--- src/rtl/rast_pkg.sv ---
// Shared rasterizer types: walker state, MSAA one-hot codes and step decode.
package rast_pkg;

    localparam int unsigned SIGFIG_W = 24;

    localparam logic [3:0] MSAA_1X  = 4'b1000;
    localparam logic [3:0] MSAA_4X  = 4'b0100;
    localparam logic [3:0] MSAA_16X = 4'b0010;
    localparam logic [3:0] MSAA_64X = 4'b0001;

    typedef enum logic {
        WAIT_STATE = 1'b0,
        TEST_STATE = 1'b1
    } walk_state_t;

    // Sample pitch in fixed point: one pixel shifted down by log4 of the sample count.
    function automatic logic [SIGFIG_W-1:0] step_from_subsample(input logic [3:0] sub_sample,
                                                                 input int unsigned radix);
        int unsigned k;
        case (sub_sample)
            MSAA_1X:  k = 0;
            MSAA_4X:  k = 1;
            MSAA_16X: k = 2;
            MSAA_64X: k = 3;
            default:  k = 0;
        endcase
        return SIGFIG_W'(1) << (radix - k);
    endfunction

endpackage

--- src/rtl/dff.sv ---
// Generic register with synchronous active-high reset; RETIME_STATUS != 0 drops the reset.
module dff #(
    parameter int unsigned WIDTH         = 1,
    parameter int unsigned RETIME_STATUS = 0
) (
    input  logic             clk,
    input  logic             reset,
    input  logic [WIDTH-1:0] d,
    output logic [WIDTH-1:0] q
);

    // Single register stage.
    always_ff @(posedge clk) begin
        if (reset && (RETIME_STATUS == 0)) q <= '0;
        else                               q <= d;
    end

endmodule

--- src/rtl/sample_walker.sv ---
// Walks every sample inside an accepted triangle's bounding box in raster order.
module sample_walker
    import rast_pkg::*;
#(
    parameter int unsigned SIGFIG = 24,
    parameter int unsigned RADIX  = 10,
    parameter int unsigned VERTS  = 3,
    parameter int unsigned AXIS   = 3,
    parameter int unsigned COLORS = 3
) (
    input  logic                                           clk,
    input  logic                                           rst,
    input  logic signed [VERTS-1:0][AXIS-1:0][SIGFIG-1:0]  tri_R13S,
    input  logic        [COLORS-1:0][SIGFIG-1:0]           color_R13U,
    input  logic signed [1:0][1:0][SIGFIG-1:0]             box_R13S,
    input  logic                                           validTri_R13H,
    input  logic        [3:0]                              subSample_RnnnnU,
    output logic                                           halt_R13H,
    output logic signed [VERTS-1:0][AXIS-1:0][SIGFIG-1:0]  tri_R14S,
    output logic        [COLORS-1:0][SIGFIG-1:0]           color_R14U,
    output logic signed [1:0][SIGFIG-1:0]                  sample_R14S,
    output logic                                           validSamp_R14H
);

    localparam int unsigned TRI_W  = VERTS * AXIS * SIGFIG;
    localparam int unsigned COL_W  = COLORS * SIGFIG;
    localparam int unsigned BOX_W  = 4 * SIGFIG;
    localparam int unsigned SAMP_W = 2 * SIGFIG;

    walk_state_t state;
    walk_state_t state_next;
    logic [0:0]  state_q;

    logic [1:0][1:0][SIGFIG-1:0]          box;
    logic [1:0][1:0][SIGFIG-1:0]          box_next;
    logic [SIGFIG-1:0]                    step;
    logic [SIGFIG-1:0]                    step_next;
    logic [VERTS-1:0][AXIS-1:0][SIGFIG-1:0] tri_next;
    logic [COLORS-1:0][SIGFIG-1:0]        color_next;
    logic [1:0][SIGFIG-1:0]               sample_next;
    logic                                 valid_next;

    logic x_lt;
    logic y_lt;
    logic at_last;
    logic accept;

    assign state   = walk_state_t'(state_q);
    assign x_lt    = $signed(sample_R14S[0]) < $signed(box[1][0]);
    assign y_lt    = $signed(sample_R14S[1]) < $signed(box[1][1]);
    assign at_last = (state == TEST_STATE) && !x_lt && !y_lt;

    // Upstream holds while a walk has more samples to emit.
    assign halt_R13H = (state == TEST_STATE) && !at_last;
    assign accept    = validTri_R13H && !halt_R13H;

    // Next-state: accept always walks; the last sample without a new triangle idles.
    always_comb begin
        state_next = state;
        if (accept)                                  state_next = TEST_STATE;
        else if ((state == TEST_STATE) && at_last)   state_next = WAIT_STATE;
    end

    // Output/datapath next values: load on accept, otherwise advance in raster order.
    always_comb begin
        tri_next    = tri_R14S;
        color_next  = color_R14U;
        box_next    = box;
        step_next   = step;
        sample_next = sample_R14S;
        valid_next  = validSamp_R14H;
        if (accept) begin
            tri_next       = tri_R13S;
            color_next     = color_R13U;
            box_next       = box_R13S;
            step_next      = SIGFIG'(step_from_subsample(subSample_RnnnnU, RADIX));
            sample_next[0] = box_R13S[0][0];
            sample_next[1] = box_R13S[0][1];
            valid_next     = 1'b1;
        end else if (state == TEST_STATE) begin
            if (x_lt) begin
                sample_next[0] = sample_R14S[0] + step;
            end else if (y_lt) begin
                sample_next[0] = box[0][0];
                sample_next[1] = sample_R14S[1] + step;
            end else begin
                valid_next = 1'b0;
            end
        end
    end

    dff #(.WIDTH(1),      .RETIME_STATUS(0)) u_state (.clk(clk), .reset(rst), .d(state_next),  .q(state_q));
    dff #(.WIDTH(1),      .RETIME_STATUS(0)) u_valid (.clk(clk), .reset(rst), .d(valid_next),  .q(validSamp_R14H));
    dff #(.WIDTH(TRI_W),  .RETIME_STATUS(0)) u_tri   (.clk(clk), .reset(rst), .d(tri_next),    .q(tri_R14S));
    dff #(.WIDTH(COL_W),  .RETIME_STATUS(0)) u_color (.clk(clk), .reset(rst), .d(color_next),  .q(color_R14U));
    dff #(.WIDTH(BOX_W),  .RETIME_STATUS(0)) u_box   (.clk(clk), .reset(rst), .d(box_next),    .q(box));
    dff #(.WIDTH(SIGFIG), .RETIME_STATUS(0)) u_step  (.clk(clk), .reset(rst), .d(step_next),   .q(step));
    dff #(.WIDTH(SAMP_W), .RETIME_STATUS(0)) u_samp  (.clk(clk), .reset(rst), .d(sample_next), .q(sample_R14S));

endmodule

--- config.mk ---
export PLATFORM = sky130hd
export DESIGN_NAME = sample_walker
export DESIGN_NICKNAME = d
export VERILOG_FILES = /design/src/rtl/rast_pkg.sv /design/src/rtl/dff.sv /design/src/rtl/sample_walker.sv
export SDC_FILE = /design/constraint.sdc
export NUM_CORES = 1
export LEC_CHECK = 0
export CORE_AREA = 4 4 278 280
export DETAILED_ROUTE_END_ITERATION = 8
export DIE_AREA = 0 0 282 284
export GPL_ROUTABILITY_DRIVEN = 0
export GPL_TIMING_DRIVEN = 0
export SLEW_MARGIN = 20
export SYNTH_ARGS = -nofsm -noshare
export SYNTH_HDL_FRONTEND = slang
export SYNTH_SLANG_ARGS = --single-unit
--- constraint.sdc ---
create_clock -name clk -period 4.1 [get_ports clk]
set_input_delay 0.82 -clock clk [delete_from_list [all_inputs] [get_ports clk]]
set_output_delay 0.82 -clock clk [all_outputs]
set_load 0.01 [all_outputs]
======== After elaboration in Yosys (flattened, before gate mapping) ========
Cells that the tools add are included.
storage, ports and cells
  register bits after elaboration ......... 458
  bits of input ports ..................... 391
  output and inout bits ................... 338
  word-level logic and storage cells ...... 48
operators by class
  $add $sub $neg .......................... 3
  $lt $le $gt $ge ......................... 2
  eq/ne operators ......................... 5
  shift-type cells ........................ 1
  muxes and demuxes ....................... 13
  reduce and logical (&&, ||, !) cells .... 16
operators with widths
  kind                                                   count
  two-way mux 48 bit                                     3
  adder 24 bit                                           2
  < comparator 24 bit                                    2
  two-way mux 24 bit                                     2
  two-way mux 32 bit                                     1
  left shift 1 x 32 -> 24 bit, first input constant      1
  subtractor 4 x 32 -> 32 bit, first input constant      1
  two-way mux 1 bit                                      6
  one-hot mux 2 bit (3 select lines)                     1
  AND reduction 3 bit                                    2
  nonzero test 2 bit                                     3
  logical AND 1 bit                                      5
  == test 4 x 1 -> 1 bit, second input constant          1
  == test 4 x 2 -> 1 bit, second input constant          1
  == test 4 x 3 -> 1 bit, second input constant          1
  logical NOT 1 bit                                      4
  inequality test 2 x 1 -> 1 bit, second input constant  2
  nonzero test 3 bit                                     1
  AND reduction 2 bit                                    1

======== Longest topological paths before layout ========
Gate-level depths: netlist of run 1.
  depth in word-level cells ............... 11
  gate-level depth with buffers ........... 14
  mapped depth without buffers ............ 12

======== Cells and area by module ========
A second synthesis of run 1 with hierarchy kept.
unflattened totals
  cell total of the unflattened synthesis .. 2,865
  area, all modules ....................... 22,399.0 sq um
modules (own cells, without submodules)
  module              times used  cells an instance  area an instance (sq um)  sequential area each (sq um)
  sample_walker       1           1,900              9,620.5                   0.0
  dff at u_tri        1           456                6,130.9                   4,324.1
  dff at u_box        1           202                2,600.0                   1,921.8
  dff at u_color      1           152                1,981.9                   1,441.4
  dff at u_samp       1           101                1,305.0                   960.9
  dff at u_step       1           50                 693.2                     480.5
  dff at u_state ...  2           2                  33.8                      20.0

======== Least setup slack after synthesis of run 1 ========
OpenSTA, ideal clock, no wires.
  kind .................................... register -> output
  start ................................... reg u_samp.q[17]
  end ..................................... out halt_R13H
  data arrival time ....................... 2.702 ns
  data required time ...................... 3.280 ns
  path slack .............................. 0.578 ns
  stages on the path, launching flop included .. 11
  path buffers ............................ 1
  path through ............................ dfxtp_1 ha_1 a211oi_2 nor2_1 or3_1 a221o_1 or4_4 nand2_4 nor2_1 inv_1 buf_2
on the way
  longest elaborated chain between the ends .. 6
ends and longest elaborated chain
  what                             RTL line             text
  start: declaration               dff.sv:9             output logic [WIDTH-1:0] q
  start signal: assignment         dff.sv:14            if (reset && (RETIME_STATUS == 0)) q <= '0;
  start signal: assignment         dff.sv:15            else q <= d;
  < comparator 24 bit              sample_walker.sv:49  assign x_lt = $signed(sample_R14S[0]) < $signed(box[1][0]);
  logical NOT 1 bit                sample_walker.sv:51  assign at_last = (state == TEST_STATE) && !x_lt && !y_lt;
  logical AND 1 bit (2 in series)  sample_walker.sv:51
  logical NOT 1 bit                sample_walker.sv:54  assign halt_R13H = (state == TEST_STATE) && !at_last;
  logical AND 1 bit                sample_walker.sv:54
  end: declaration                 sample_walker.sv:18  output logic halt_R13H,
No other way between the ends.

======== Worst setup path in the final report of run 1 ========
  start ................................... reg u_samp.q[13]
  end ..................................... out halt_R13H
Same word-level chain as after synthesis.

==> metrics.md, run 1 <==
| Metric | Value |
|---|---|
| Status | complete, no violations |
| EDFF count, synth | 0 |
| Root Buffer | clkbuf_16 |
| Final wirelength | 85,200 um |
| CTS Sinks | 423 |
| Crit share post-route | 0.978 |
| Slowest CP cell | or4_4 |
| Core area | 74,400 sq um |
| Synth Warn # | 0 |
| Post-CTS Hold Buffers | 0 |
| Worst path arrival time | between 3 and 4 ns |
| Slew @ Worst Pin | about 1.1 ns |
| Syn Nets | 2,780 |
| Pwr Density | 687 nW/um^2 |
| Gr busiest metal | met2 |
| Layout Cells excl Fill | 4,115 |
| Area share of and/or/nand/nor cells after synthesis | 0.211 |
| Starting Density | 0.243 |
| Post-synth top area cell | dfxtp_1 |
| Crit path time final | ~4 ns |
| I/O pins | ~730 |
| Num rows | 100 |
| Leakage dissipation | 10.9 nW |
| CTS Buf Count | 51 |
| Setup WS pre-CTS | -1.30 ns |
| Syn avg cell area | between 7 and 8 sq um |
| Seq cells post-synth | 423 |
| # DRC | 0 |
| CTS Buffer Depth | 3 |
| Vias in the first global route | roughly 18,000 |
| Initial antenna violation count | 12 |
| Clock transition at path regs | 0.06 ns |
| CP Capture Type | primary output |
| Hold Path Class | flop to flop |
| GRT Util Overall | 0.202 |
| Synth top cells by count | nand2_1, dfxtp_1, a21oi_1 |
| Maximum vdd drop | 0.000331 V |
| Die width | 282 um |
| Via count | ~19,000 |
| Max Clk Rate | 249 MHz |
| Post-Synthesis Cells | approximately 2,300 |
| Post-route ant nets | 0 |
| CP max stage delay | approximately 0.54 ns |
| Critical path fanouts, max | 7 |
| Largest family of logic cells by synthesized area | simple AND/OR/NAND/NOR gates |
| Register area | 8480 sq um |
| Iter 0 DRT Violations | 952 |
| CP Cell Sequence | ha_1 > nand3_1 > a211oi_1 > or3_1 > a221o_1 > or4_4 > nand2_8 > nor2_4 > clkinv_4 > buf_6 |
| Met2 Usage GRT | 0.342 |
| Drt pass-1 iters | 5 |
| Startpoint types | flop |
| First-pass GRT wire length | about 120,000 um |
| Footprint of the multi-input gates | 8750 sq um |
| # H-tree levels | 2 |
| RSZ-0062 raised after global routing | yes |
| Worst slew margin | 0.278 |
| Synth top area cells | dfxtp_1, nand2_1, a21oi_1 |
| Fillers | about 7,800 |
| Adder-Cell Fraction of Synth Area | 0.0563 |
| Worst setup margin | around 0.091 ns |
| Post-synth cell types | 65 |
| Total power | 0.0196 W |
| Max-cap viol count | 0 |
| Slew Viols, Final | 0 |
| Fin. Hold Viols | 0 |
| Port bufs | 727 |
| HPWL Detailed | 67,400 um |
| Worst Path Class, Setup | flop to primary output |
| Layout area overhead | 58.0% |
| Seq/Total Area, Yosys | 0.469 |
| Asr flop ratio synth | 0 |
| Via-to-Cell Ratio | 4.62 |
| Synth Flop Type | dfxtp_1 |
| Synth top area share | 0.469 |
| Count leader, synth | nand2_1 |
| Share of cells above drive strength 1 | 0.0675 |
| Layout Nets | 3,569 |
| WL/cell | between 20 and 25 um |
| TritonCTS clock tree | yes |
| GR Layer Usage met1 | 0.257 |
| Synth Area in XOR/XNOR | 0.0141 |
| Grt met3 use | 0.0440 |
| Largest net degree at the start of global routing | 13 |
| Mapped Area | between 15,000 and 20,000 sq um |
| Compound-Gate Fraction of Synth Area | 0.186 |
| Die Ht | 284 um |
| Full die area | between 80,000 and 90,000 sq um |
| Post-synthesis mux area share | 0.0119 |
| Setup violations, final | 0 |
| Remaining Overflow, GRT | 0 |
| Clock skew | 0.0230 ns |
| Placed cell count | 4,005 |
| Clk_lat worst skew | 0.59 ns |
| Critical path required time | 3.28 ns |
-- critical path, delay by kind of cell, from the launching register on --
| family | cells | cell delay (ns) |
|---|---|---|
| flip-flops | 1 | 0.44 |
| AND/OR/NAND/NOR | 5 | 1.22 |
| buffers and inverters | 2 | 0.18 |
| adder cells (fa/ha/maj) | 1 | 0.28 |
| AO/OA/AOI/OAI | 2 | 0.48 |
-- cells by family (layout without fill, tap and decap cells) --
group,Yosys count,after routing
and+or+nand+nor,947,947
DFF,423,423
muxes,21,21
xor gates and xnor gates,29,29
buffers and inverters,218,1048
adders and majority gates,80,80
AOI/OAI and AO/OA,591,591
other,0,7
-- registers in the layout, indices dropped and copies added (netlist names) --
signal / flops
u_step.q: 13
u_samp.q: 48
u_tri.q: 216
u_valid.q: 1
u_box.q: 72
u_state.q: 1
u_color.q: 72
-- final timing paths --
path | startpoint | endpoint | slack, ns | depth (start not counted)
min reg2reg | u_tri.q[107] | u_tri.q[107] | 0.45 | 2
min | u_tri.q[107] | u_tri.q[107] | 0.45 | 2
max | u_samp.q[13] | halt_R13H | 0.09 | 10
max reg2reg | u_samp.q[13] | u_tri.q[40] | 0.20 | 13
-- report_power, final --
part / total [W] / internal, W / switching (W) / leakage, nW
clock network: 0.00466 / 0.00279 / 0.00188 / 0.855
logic: 0.00893 / 0.00380 / 0.00513 / 6.58
registers: 0.00600 / 0.00516 / 0.000839 / 3.48
-- metrics by stage --
stage | util | hold slack (ns) | instance area [sq um] | setup TNS [ns]
finish | 0.383 | 0.451 | 28500 | 0
global route | 0.383 | 0.468 | 28500 | -0.0782
CTS | 0.382 | 0.453 | 28400 | -0.176
detailed placement | 0.357 | 0.446 | 26500 | -333.32
global placement | 0.357 | 0.441 | 26500 | -378.75
floorplan | - | 0.431 | 18100 | 0
-- cell usage in the layout (no fill, tap or decap), types with 12 or more instances in the layout --
master / Yosys / routed
nand2_1: 802 / 800
clkdlybuf4s50_1: 0 / 726
dfxtp_1: 423 / 414
a21oi_1: 403 / 403
clkbuf_1: 90 / 76
ha_1: 78 / 76
inv_1: 67 / 66
clkbuf_16: 0 / 51
nor2_1: 48 / 47
o21ai_0: 44 / 43
buf_4: 21 / 33
buf_2: 35 / 29
a211oi_1: 22 / 21
a31oi_1: 21 / 21
clkbuf_2: 0 / 20
a21o_1: 19 / 19
xnor2_1: 18 / 18
mux2i_1: 17 / 17
nand3_1: 15 / 15
clkbuf_8: 0 / 14
clkinv_2: 0 / 13
and3_1: 12 / 12
-- metal layers --
metal / vias up / wire length, um
met5: - / 47
met1: 8894 / 36900
met4: 6 / 2030
li1: 9381 / -
met3: 122 / 5590
met2: 614 / 40700
-- what timing repair did --
item                                    CTS  global route
endpoints found under the setup margin  414           250
resized for setup                        41            43
pin swaps                                 6             7
buffers inserted                          5             5
-- cell type report --
class	count	area share
multi-input combinational	1668	0.307
sequential	423	0.297
timing repair buffer	737	0.258
clock buffer	73	0.0525
tap	969	0.0425
buffer	149	0.0254
inverter	68	0.00912
clock inverter	21	0.00763
antenna	7	0.000614
No activity file was read; power rests on OpenSTA's default activity.
==> inputs of run 2 (changes only) <==
--- a/config.mk
+++ b/config.mk
@@ -5,9 +5,9 @@
 export SDC_FILE = /design/constraint.sdc
 export NUM_CORES = 1
 export LEC_CHECK = 0
-export CORE_AREA = 4 4 278 280
+export CORE_AREA = 4 4 285 287
 export DETAILED_ROUTE_END_ITERATION = 8
-export DIE_AREA = 0 0 282 284
+export DIE_AREA = 0 0 289 291
 export GPL_ROUTABILITY_DRIVEN = 0
 export GPL_TIMING_DRIVEN = 0
 export SLEW_MARGIN = 20
==> constraint.sdc (replaced) <==
create_clock -name clk -period 5.14 [get_ports clk]
set_input_delay 1.028 -clock clk [delete_from_list [all_inputs] [get_ports clk]]
set_output_delay 1.028 -clock clk [all_outputs]
set_load 0.01 [all_outputs]
==> metrics.md, run 2 (synthesized netlist as in run 1, its figures left out) <==
| Metric | Value |
|---|---|
| Leading cell types in the layout, fill and taps excluded | nand2_1, clkdlybuf4s50_1, dfxtp_1 |
| Most common cell after layout, fill and taps aside | nand2_1 |
| Pwr Density | 542 nW/um^2 |
| Leakage dissipation | 10.8 nW |
| TritonCTS clock tree | yes |
| Drt pass-1 iters | 5 |
| Slew Viols, Final | 0 |
| Post-CTS Hold Buffers | 0 |
| Via count | 18,900 |
| Worst setup margin | around 0.17 ns |
| Remaining Overflow, GRT | 0 |
| Biggest registers after layout | u_tri.q: 216 flops, u_box.q: 72 flops, u_color.q: 72 flops |
| Critical path fanouts, max | 10 |
| Max-cap viol count | 0 |
| Post-route ant nets | 0 |
| R2R Path Start | u_samp.q[42] |
| GRT Util Overall | 0.193 |
| First-pass GRT wire length | 122,000 um |
| Setup WS pre-CTS | -0.211 ns |
| Max reg flops | 216 |
| HPWL Detailed | a little under 70,000 um |
| # H-tree levels | 2 |
| Slew @ Worst Pin | 1.03 ns |
| Port bufs | 727 |
| Root Buffer | clkbuf_16 |
| Clock skew | 0.0274 ns |
| Crit path time final | 4.97 ns |
| CTS Sinks | 423 |
| Full die area | around 84,000 sq um |
| Layout Nets | ~3,600 |
| Setup TNS | 0 ns |
| Die width | 289 um |
| Maximum vdd drop | approximately 0.00030 V |
| Final wirelength | 85,900 um |
| Hold Crit Start | u_tri.q[184] |
| Vias in the first global route | 18,100 |
| Setup violations, final | 0 |
| Starting Density | 0.230 |
| Clk_lat worst skew | ~0.6 ns |
| CTS Buffer Depth | 3 |
| Worst path arrival time | 3.94 ns |
| WL/cell | 20.5 um |
| Startpoint types | flop |
| Hold Path Class | flop to flop |
| Via-to-Cell Ratio | 4.51 |
| Worst slew margin | 0.311 |
| # DRC | 0 |
| Num rows | 103 |
| Critical Path Source | u_samp.q[17] |
| Final hold slack | about 0.45 ns |
| Fin. Hold Viols | 0 |
| Total power | 0.0154 W |
| Max Clk Rate | 201 MHz |
| Fillers | 8,264 |
| Core area | 78,600 sq um |
| Crit share post-route | 0.966 |
| Worst Path Class, Setup | flop to primary output |
| Clock transition at path regs | 0.06 ns |
| Iter 0 DRT Violations | 1,018 |
| Layout Cells excl Fill | between 4,000 and 5,000 |
| Layout area overhead | 57.6% |
| Largest net degree at the start of global routing | 14 |
| Critical path required time | 4.11 ns |
| Status | complete, no violations |
| Number of setup buffers added after CTS | 0 |
| RSZ-0062 raised after global routing | no |
| Share of cells above drive strength 1 | 0.0537 |
| CTS Buf Count | about 50 |
| Die Ht | about 290 um |
| Placed cell count | 4,086 |
| CP Capture Type | primary output |
| Largest Register | u_tri.q |
| I/O pins | 729 |
| Initial antenna violation count | 16 |
[run 2: timing repair]
item | in CTS | in global routing
gates cloned | 0 | 0
gates resized for setup | 13 | 2
setup endpoints to repair | 90 | 1
[run 2: stage by stage]
step	utilization	instance area (sq um)
6_report	0.362	28500
5_1_grt	0.362	28500
4_1_cts	0.362	28400
3_5_place_dp	0.339	26600
3_3_place_gp	0.339	26600
2_1_floorplan	-	18100
[run 2: worst max-delay path, cell delays in order (launching register included)]
cell             delay, ns
dfxtp_2               0.36
ha_1                  0.34
a211oi_2              0.22
nor2_1                0.06
or3_1                 0.35
a221o_1               0.38
or4_4                 0.51
nand2_4               0.17
nor2_4                0.08
inv_2                 0.13
buf_6                 0.18
clkdlybuf4s50_1       0.56
[run 2: area by class of cell]
| cell class | instances | area (sq um) | share of cell area |
|---|---|---|---|
| timing repair buffer | 727 | 7280 | 0.256 |
| sequential | 423 | 8480 | 0.298 |
| buffer | 150 | 693 | 0.0244 |
| tap | 1050 | 1310 | 0.0462 |
| clock buffer | 79 | 1570 | 0.0553 |
| antenna | 6 | 15.0 | 0.000528 |
| inverter | 68 | 255 | 0.00897 |
| clock inverter | 15 | 185 | 0.00651 |
| multi-input combinational | 1668 | 8670 | 0.305 |
[run 2: worst paths after layout]
check / end / slack (ns) / depth (start not counted)
max: halt_R13H / 0.17 / 11
min: u_tri.q[184] / 0.45 / 2
max reg2reg: u_color.q[6] / 0.60 / 12
min reg2reg: u_tri.q[184] / 0.45 / 2
[run 2: where the power goes]
| part | leakage [nW] | switching [W] | total, W | internal (W) |
|---|---|---|---|---|
| registers | 3.48 | 0.000660 | 0.00477 | 0.00411 |
| clock network | 0.864 | 0.00152 | 0.00379 | 0.00226 |
| logic | 6.45 | 0.00399 | 0.00687 | 0.00288 |
| total | 10.8 | 0.00618 | 0.0154 | 0.00926 |
[run 2: routing by layer]
layer | up-vias | track usage | share of wire
met4 | 14 | 0.0597 | 0.028
met3 | 128 | 0.0522 | 0.073
li1 | 9359 | - | -
met2 | 599 | 0.325 | 0.47
met5 | - | 0 | 0.0010
met1 | 8758 | 0.240 | 0.42
==> inputs of run 3 (changes only) <==
--- a/config.mk
+++ b/config.mk
@@ -6,6 +6,7 @@
 export NUM_CORES = 1
 export LEC_CHECK = 0
 export CORE_AREA = 4 4 285 287
+export CTS_CLUSTER_SIZE = 30
 export DETAILED_ROUTE_END_ITERATION = 8
 export DIE_AREA = 0 0 289 291
 export GPL_ROUTABILITY_DRIVEN = 0
==> results of run 3 <==
Final layout, timing and power as in run 2 (identical DEF).
